**src/rtl/decision_order_unit_pkg.sv**
```systemverilog
// Shared types for the decision order unit: the order-table entry format
// and the controller state encoding.
package decision_order_unit_pkg;

    // Widest variable index an order-table entry can carry.
    localparam int MAX_VARS_BITS = 6;
    localparam int DOU_MAX_VARS  = 1 << MAX_VARS_BITS;

    // One order-table slot: which variable to decide next and its preferred polarity.
    typedef struct packed {
        logic [MAX_VARS_BITS-1:0] var_idx;
        logic                     val;
    } config_var;

    typedef enum logic [1:0] {
        IDLE    = 2'd0,
        SCAN    = 2'd1,
        PRESENT = 2'd2,
        DONE    = 2'd3
    } dou_state_e;

endpackage

```
**src/rtl/decision_order_unit_trail.sv**
```systemverilog
// Trail stack for the decision order unit. Slot k holds the scan position of
// the decision that created level k+1, so a backtrack to level k resumes the
// scan exactly at the first undone decision.
module decision_trail_stack #(
    parameter int DEPTH     = 64,
    parameter int ADDR_BITS = $clog2(DEPTH),
    parameter int DATA_BITS = 7
) (
    input  logic                 clock,
    input  logic                 we,
    input  logic [ADDR_BITS-1:0] wr_addr,
    input  logic [DATA_BITS-1:0] wr_data,
    input  logic [ADDR_BITS-1:0] rd_addr,
    output logic [DATA_BITS-1:0] rd_data
);

    logic [DATA_BITS-1:0] mem [DEPTH];

    // Record the scan position of an accepted decision at the current level.
    // NOTE: the storage is deliberately not reset; a level is always pushed before
    // a backtrack can target it, so stale contents are never observed.
    always_ff @(posedge clock) begin
        // NOTE: non-blocking assignment for all clocked state so every flop
        // samples pre-edge values regardless of statement order.
        if (we) begin
            mem[wr_addr] <= wr_data;
        end
    end

    // Combinational read so a backtrack restores the position in the same cycle.
    assign rd_data = mem[rd_addr];

endmodule

```
**src/rtl/decision_order_unit.sv**
```systemverilog
// Decision order unit: walks a static order table, skips variables already
// assigned, and presents the next free variable to Control over valid/ready.
// A per-level trail lets Control backtrack by decision level.
module decision_order_unit
    import decision_order_unit_pkg::*;
#(
    parameter int MAX_VARS   = DOU_MAX_VARS,
    parameter int VAR_BITS   = $clog2(MAX_VARS),
    parameter int MAX_LEVELS = MAX_VARS,
    parameter int LVL_BITS   = $clog2(MAX_LEVELS + 1)
) (
    input  logic                clock,
    input  logic                reset,
    input  logic                cfg_we,
    input  logic [VAR_BITS-1:0] cfg_addr,
    input  config_var           cfg_entry,
    input  logic [VAR_BITS:0]   num_vars,
    input  logic                start,
    input  logic [MAX_VARS-1:0] assigned_mask,
    output logic                dec_valid,
    input  logic                dec_ready,
    output logic [VAR_BITS-1:0] dec_var,
    output logic                dec_val,
    output logic [LVL_BITS-1:0] dec_level,
    input  logic                bt_valid,
    input  logic [LVL_BITS-1:0] bt_level,
    output logic                done,
    output logic                err_overflow
);

    localparam int                TRAIL_AW  = $clog2(MAX_LEVELS);
    localparam logic [LVL_BITS-1:0] LVL_FULL = LVL_BITS'(MAX_LEVELS);

    // Order table: written only while idle, read asynchronously at the scan position.
    logic [VAR_BITS-1:0] tbl_var [MAX_VARS];
    logic                tbl_val [MAX_VARS];

    dou_state_e          state_q,     state_d;
    logic [VAR_BITS:0]   pos_q,       pos_d;
    logic [VAR_BITS:0]   len_q,       len_d;
    logic [LVL_BITS-1:0] level_q,     level_d;
    logic                dec_valid_q, dec_valid_d;
    logic [VAR_BITS-1:0] dec_var_q,   dec_var_d;
    logic                dec_val_q,   dec_val_d;
    logic [LVL_BITS-1:0] dec_level_q, dec_level_d;
    logic                done_q,      done_d;
    logic                err_q,       err_d;

    logic                trail_we;
    logic [VAR_BITS:0]   trail_rdata;
    logic [VAR_BITS-1:0] cur_var;
    logic                cur_val;
    logic                bt_take;
    logic                accept;

    // Table write port; configuration is frozen once scanning has begun.
    always_ff @(posedge clock) begin
        if (cfg_we && state_q == IDLE) begin
            tbl_var[cfg_addr] <= cfg_entry.var_idx[VAR_BITS-1:0];
            tbl_val[cfg_addr] <= cfg_entry.val;
        end
    end

    assign cur_var = tbl_var[pos_q[VAR_BITS-1:0]];
    assign cur_val = tbl_val[pos_q[VAR_BITS-1:0]];

    // A backtrack only counts when it actually undoes at least one level.
    assign bt_take = bt_valid && (state_q != IDLE) && (bt_level < level_q);
    assign accept  = (state_q == PRESENT) && dec_valid_q && dec_ready;

    decision_trail_stack #(
        .DEPTH     (MAX_LEVELS),
        .ADDR_BITS (TRAIL_AW),
        .DATA_BITS (VAR_BITS + 1)
    ) u_trail (
        .clock   (clock),
        .we      (trail_we),
        .wr_addr (level_q[TRAIL_AW-1:0]),
        .wr_data (pos_q),
        .rd_addr (bt_level[TRAIL_AW-1:0]),
        .rd_data (trail_rdata)
    );

    // Next-state logic for the scan controller and its registered outputs.
    always_comb begin
        // NOTE: every variable gets a default up front so no path leaves one
        // unassigned, which would otherwise infer a latch.
        state_d     = state_q;
        pos_d       = pos_q;
        len_d       = len_q;
        level_d     = level_q;
        dec_valid_d = dec_valid_q;
        dec_var_d   = dec_var_q;
        dec_val_d   = dec_val_q;
        dec_level_d = dec_level_q;
        done_d      = done_q;
        err_d       = err_q;
        trail_we    = 1'b0;

        if (bt_take) begin
            // Backtrack outranks a same-cycle accept: the accept is simply dropped.
            pos_d       = trail_rdata;
            level_d     = bt_level;
            dec_valid_d = 1'b0;
            done_d      = 1'b0;
            state_d     = SCAN;
        end else begin
            unique case (state_q)
                IDLE: begin
                    if (start) begin
                        len_d   = num_vars;
                        pos_d   = '0;
                        level_d = '0;
                        if (num_vars == '0) begin
                            state_d = DONE;
                            done_d  = 1'b1;
                        end else begin
                            state_d = SCAN;
                        end
                    end
                end
                SCAN: begin
                    if (pos_q == len_q) begin
                        state_d = DONE;
                        done_d  = 1'b1;
                    end else if (assigned_mask[cur_var]) begin
                        pos_d = pos_q + 1'b1;
                    end else begin
                        dec_var_d   = cur_var;
                        dec_val_d   = cur_val;
                        dec_level_d = level_q + 1'b1;
                        dec_valid_d = 1'b1;
                        state_d     = PRESENT;
                    end
                end
                PRESENT: begin
                    // The presented decision is held even if the mask changes meanwhile.
                    if (accept) begin
                        dec_valid_d = 1'b0;
                        state_d     = SCAN;
                        if (level_q == LVL_FULL) begin
                            // Trail full: record the error and drop the decision;
                            // the scan resumes at the same entry.
                            err_d = 1'b1;
                        end else begin
                            trail_we = 1'b1;
                            level_d  = level_q + 1'b1;
                            pos_d    = pos_q + 1'b1;
                        end
                    end
                end
                DONE: begin
                    dec_valid_d = 1'b0;
                    done_d      = 1'b1;
                end
                default: begin
                    state_d = IDLE;
                end
            endcase
        end
    end

    // Controller state registers with synchronous active-low reset.
    always_ff @(posedge clock) begin
        if (!reset) begin
            state_q     <= IDLE;
            pos_q       <= '0;
            len_q       <= '0;
            level_q     <= '0;
            dec_valid_q <= 1'b0;
            dec_var_q   <= '0;
            dec_val_q   <= 1'b0;
            dec_level_q <= '0;
            done_q      <= 1'b0;
            err_q       <= 1'b0;
        end else begin
            state_q     <= state_d;
            pos_q       <= pos_d;
            len_q       <= len_d;
            level_q     <= level_d;
            dec_valid_q <= dec_valid_d;
            dec_var_q   <= dec_var_d;
            dec_val_q   <= dec_val_d;
            dec_level_q <= dec_level_d;
            done_q      <= done_d;
            err_q       <= err_d;
        end
    end

    assign dec_valid    = dec_valid_q;
    assign dec_var      = dec_var_q;
    assign dec_val      = dec_val_q;
    assign dec_level    = dec_level_q;
    assign done         = done_q;
    assign err_overflow = err_q;

endmodule

```
**config.mk**
```make
export PLATFORM = sky130hd
export DESIGN_NAME = decision_order_unit
export DESIGN_NICKNAME = d
export VERILOG_FILES = /design/src/rtl/decision_order_unit_pkg.sv /design/src/rtl/decision_order_unit_trail.sv /design/src/rtl/decision_order_unit.sv
export SDC_FILE = /design/constraint.sdc
export NUM_CORES = 1
export LEC_CHECK = 0
export BUFFER_PORTS_ARGS = -buffer_cell sky130_fd_sc_hd__buf_2
export CAP_MARGIN = 40
export CORE_ASPECT_RATIO = 1.75
export CORE_UTILIZATION = 65
export CTS_CLUSTER_DIAMETER = 150
export DETAILED_ROUTE_END_ITERATION = 10
export GPL_TIMING_DRIVEN = 0
export PLACE_DENSITY = 0.84
export SKIP_CTS_REPAIR_TIMING = 1
export SYNTH_ARGS = -nofsm -noshare
export SYNTH_HDL_FRONTEND = slang
export SYNTH_HIERARCHICAL = 1
export SYNTH_SLANG_ARGS = --single-unit
```
**constraint.sdc**
```tcl
create_clock -name clock -period 10.9 [get_ports clock]
set_clock_uncertainty 0.2 [all_clocks]
set_input_delay 2.18 -clock clock [delete_from_list [all_inputs] [get_ports clock]]
set_output_delay 2.18 -clock clock [all_outputs]
set_load 0.02 [all_outputs]
```
# == Word-level counts from Yosys, hierarchy flattened ==
# Memory sizes are Yosys's and may differ from the RTL's. A register that Yosys moved wholly into a read port is not among the register bits.
# Index checks and enable logic that the tools add are counted.
# totals
regBits,39
input_bits,97
mem_count,3
output_inout_bits,17
ram_bits,896
elab_cells,101
# classes
order_cmp,2
bitwise_logic,4
add_sub_neg,2
n_reduce_logical,24
mux,38
eq_ne,18
# memory_table
memory,depth,width,rd,rd_clocked_by_memory_dff,wr,line,text
u_trail.mem,64,7,1,0,1,decision_order_unit_trail.sv:17,logic [DATA_BITS-1:0] mem [DEPTH];
tbl_var,64,6,1,1,1,decision_order_unit.sv:35,logic [VAR_BITS-1:0] tbl_var [MAX_VARS];
tbl_val,64,1,1,1,1,decision_order_unit.sv:36,logic tbl_val [MAX_VARS];
# ops
cell,count
$mux W7,9
$reduce_and A4 Y1,7
$pmux W7 S3,1
$ne A3 B3 Y1 const B,6
$mux W1,16
$add A7 B1 Y7 const B,2
$pmux W7 S2,1
$mux W6,2
$reduce_bool A3 Y1,4
$mux W2,5
$ne A2 B2 Y1 const B,5
$eq A7 B7 Y1,1
$eq A7 B7 Y1 const B,1
$logic_not A7 Y1,1
$lt A6 B7 Y1 const B,1
$lt A7 B7 Y1,1
$bmux W1 S6,1
$pmux W1 S3,2
$pmux W2 S3,1
$reduce_and A6 Y1,1
$logic_and A1 B1 Y1,5
$eq A2 B2 Y1 const B,2
$ne A4 B4 Y1 const B,1
$not A1 Y1,4
8 further kinds,8

# == Depth between registers and ports, before layout ==
# depth
ltp_word,8
ltp_mapped,20

# == Cells and area by module ==
# Netlist, hierarchy kept.
# modules_own_cells
module,seq_area_each_um2,n_inst,area_each_um2,cells_per_inst
decision_order_unit,14373.8,1,20972.6,1257
decision_trail_stack,13452.9,1,17495.5,820

# == Least setup slack after synthesis ==
# Ideal clock, no wire load.
# synth_path
kind,input-to-reg
startpoint,input bt_level[1]
endpoint,memory u_trail.mem[62][0] (enable)
path_buffers,1
arrival_ns,4.649
path_slack_ns,5.691
setup_ns,0.360
stages,15
required_ns,10.340
cell_sequence,ha_1 > o21ai_0 > a21boi_0 > o21ai_0 > nand2b_1 > a21oi_1 > nor2b_1 > o21ai_0 > nand3_1 > clkbuf_1 > nand2_1 > nor2_1 > nor2b_1 > nand3_1 > nor2_1
# synth_via
elab_chain_cells,5
# synth_rtl
element,line,text
"start, declared",decision_order_unit.sv:26,"input logic [LVL_BITS-1:0] bt_level,"
$lt A7 B7 Y1,decision_order_unit.sv:68,assign bt_take = bt_valid && (state_q != IDLE) && (bt_level < level_q);
$logic_and A1 B1 Y1,decision_order_unit.sv:68,
$mux W1,decision_order_unit.sv:100,if (bt_take) begin
via trail_we,decision_order_unit.sv:49,logic trail_we;
$mux W1,decision_order_unit_trail.sv:25,if (we) begin
$mux W1 (implied by the code),decision_order_unit_trail.sv:26,mem[wr_addr] <= wr_data;
"end, declared",decision_order_unit_trail.sv:17,
# The timed path passes the listed nets, and every way through them passes these cells.

# == Final worst setup path ==
# layout_path
startpoint,input bt_level[1]
endpoint,memory u_trail.mem[30][2] (enable)
# Same word-level chain as after synthesis.

==> out/qor.yml <==
synth:
  yosysWarningCount: 6
  synth_area_per_cell_um2: 18.5
  ys.flop_type: "edfxtp_1"
  ys_ff_latch: 942
  ys_async_sr_fraction_pct: 0
  synth_cells: 2077
  netlist_area_um2: 38500
  synth_seq_area_share_pct: 72.3
  synth_edf_count: 896
  synth.distinct_cells: 75
  syn_nets: 2187
place:
  numPortBuffers: 109
  place_area_um2: 40400
  dp_hpwl_um: 75300
  gp_congestion: 1.03
  place_inst: 2986
worst_setup_path:
  criticalPathCategory: "in -> reg"
  required_ns: 10.96
  endpoint_kind: "register"
  r2r_end: "dec_var[0]"
  arrival_ns: 6.30
  path_max_fanout: 10
  worstSetupStartpointType: "input port"
  reg2reg_setup_slack_ns: 5.24
  r2r_cells: 17
routing:
  avgRoutedWirePerCell_um: 34.1
  drt_wl_total_um: 107000
  drt_iter0_markers: 2608
  drc: 0
  drtPass1Iterations: 6
  dr_total_vias: 21802
  ant_nets: 0
  vias_per_cell: 6.96
finish:
  nets: 2405
  n_fill_cell: 3389
  area_delta_synth_final_pct: 11.5
  fin_cells: 3132
  final_area_um2: 42900
  drive_gt1_share_pct: 23.5
sta:
  fin_crit_ns: 6.24
  maxSlewHeadroom_pct: 33.4
  slew_viol_final: 0
  setup_tns_ns: 0
  whs_ns: 0.266
  fmax_mhz: 160
  finalCritPeriodShare_pct: 57.2
  hold_viol_final: 0
  worst_pin_slew_ns: 1.00
  rsz0062_at_grt: "false"
  setup-violations-final: 0
clocking:
  clock-sinks: 942
  htree_num_levels: 3
  root_buffer: "clkbuf_16"
  cts_made_buffers: 78
  tritoncts: "done"
  clkSlewWorstSetupHoldPaths_ns: 0.07
  clk_latency_ns: 0.63
  ctsLongestPathBuffers: 3
die:
  rows: 117
  io-pin-count: 114
  coreArea_um2: 58300
  start_util_pct: 66.0
  dieArea_um2: 60200
  die-height_um: 324
  dieWidth_um: 186
power_and_ir_drop:
  power_density_nw_per_um2: 199
  vdd_drop_max_mv: 0.174
  p_leak_nw: 14.2
  power_mw: 8.53
global_route:
  grtUsageTotal_pct: 36.7
  grt_pass1_vias: 22175
  antenna_found_initial: 4
  grt_pass1_wl_um: 150000
  grt_max_degree: 57
  overflow: 0
outcome:
  status: "finished, final reports clean"
hold_path:
  holdPathStages: 2
  hold_path_end: "dec_var[2]"
  hold_class: "reg -> reg"
  holdCritStartpoint: "dec_var[2]"
flow_run:
  maxCapViolations: 0
-- area by class of cell --
type	count	area [um2]	area share, %
antenna	2	5.00	0.0117
buffer	115	709	1.65
clock buffer	98	2100	4.90
clock inverter	44	342	0.797
inverter	20	75.1	0.175
multi-input combinational	1000	9860	23.0
sequential	942	27800	64.9
tap	773	967	2.26
timing repair buffer	138	991	2.31
-- kinds of logic (layout without fill, tap and decap cells) --
kind of cell	after synthesis	count (layout)	share of synthesized area [%]
adders and majority gates	13	13	0.423
and+or+nand+nor	418	418	5.21
buffers and inverters	135	415	2.04
xor gates and xnor gates	17	17	0.387
AOI/OAI and AO/OA	210	210	3.94
DFF	942	942	72.3
muxes	342	342	15.7
other	0	2	0
-- synthesized netlist by cell type, types with 12 or more instances --
| master | number | share of area (%) |
|---|---|---|
| a21boi_0 | 19 | 0.37 |
| a21oi_1 | 38 | 0.49 |
| a22oi_1 | 42 | 0.82 |
| buf_2 | 30 | 0.39 |
| buf_6 | 16 | 0.47 |
| clkbuf_1 | 46 | 0.45 |
| dfxtp_1 | 46 | 2.4 |
| edfxtp_1 | 896 | 70 |
| ha_1 | 13 | 0.42 |
| inv_1 | 17 | 0.17 |
| mux2i_1 | 124 | 3.2 |
| mux4_2 | 204 | 12 |
| nand2_1 | 71 | 0.69 |
| nand2b_1 | 17 | 0.28 |
| nand3_1 | 55 | 0.72 |
| nor2_1 | 163 | 1.6 |
| nor2b_1 | 32 | 0.52 |
| nor3_1 | 20 | 0.26 |
| o21ai_0 | 12 | 0.16 |
| o22ai_1 | 16 | 0.26 |
-- critical path, stage by stage --
cell      delay (ns)
buf_2           0.20
ha_1            0.31
o21ai_0         0.07
a21boi_0        0.17
o21ai_0         0.09
nand2b_1        0.09
a21oi_1         0.08
nor2b_1         0.11
o21ai_0         0.12
nand3_1         0.13
clkbuf_1        0.38
nand2_1         0.23
nor2_1          0.44
nor2b_1         0.33
nand3_1         0.53
nor2_1          0.83
-- worst max path at each step --
stage	from	end	slack [ns]
6_report	bt_level[1]	u_trail/mem[30][2]	4.66
5_1_grt	bt_level[1]	u_trail/mem[46][6]	4.47
3_3_place_gp	bt_level[1]	u_trail/mem[46][1]	4.30
3_5_place_dp	bt_level[1]	u_trail/mem[30][4]	4.17
4_1_cts	bt_level[1]	u_trail/mem[30][2]	4.78
2_1_floorplan	bt_level[1]	u_trail/mem[62][0]	5.69
-- flip-flops by register name, summed over array words and instances (netlist names), named ones only --
signal        flops
tbl_val          64
dec_level         7
dec_var           6
state_q           2
done              1
tbl_var         384
dec_val           1
dec_valid         1
level_q           7
err_overflow      1
len_q             7
u_trail/mem     448
pos_q             7
-- through the flow --
step                worst slack (ns)  utilization [%]
global route                    4.47             73.6
floorplan                       5.69                -
detailed placement              4.17             69.4
CTS                             4.78             73.6
finish                          4.66             73.6
global placement                4.30             68.6
-- routing by layer --
layer / share of wire [%] / vias to the layer above / track usage, %
met3: 8.4 / 532 / 7.65
met5: 0.022 / - / 0
li1: - / 8834 / -
met4: 12 / 4 / 35.8
met2: 51 / 1473 / 61.9
met1: 29 / 10959 / 37.1
-- layout by cell type (no fill, tap or decap), types with 11 or more instances in the layout --
master,n
nand2b_1,17
mux4_2,204
buf_12,14
mux2_2,11
a21oi_1,38
nor3_1,20
dfxtp_1,39
a22oi_1,42
inv_1,17
ha_1,13
nor2b_1,32
o21ai_0,12
clkbuf_16,80
buf_2,144
nand3_1,55
nand2_1,71
clkinv_2,19
edfxtp_1,896
xnor2_1,11
clkbuf_1,61
clkinv_1,14
a21o_1,11
a21boi_0,19
buf_4,11
o22ai_1,16
nor2_1,163
buf_6,20
mux2i_1,124
-- report_power, final --
group / switching [mW] / internal, mW
registers: 0.0767 / 4.06
clock network: 1.25 / 1.47
logic: 1.04 / 0.637
(Power assumes the default switching activity.)
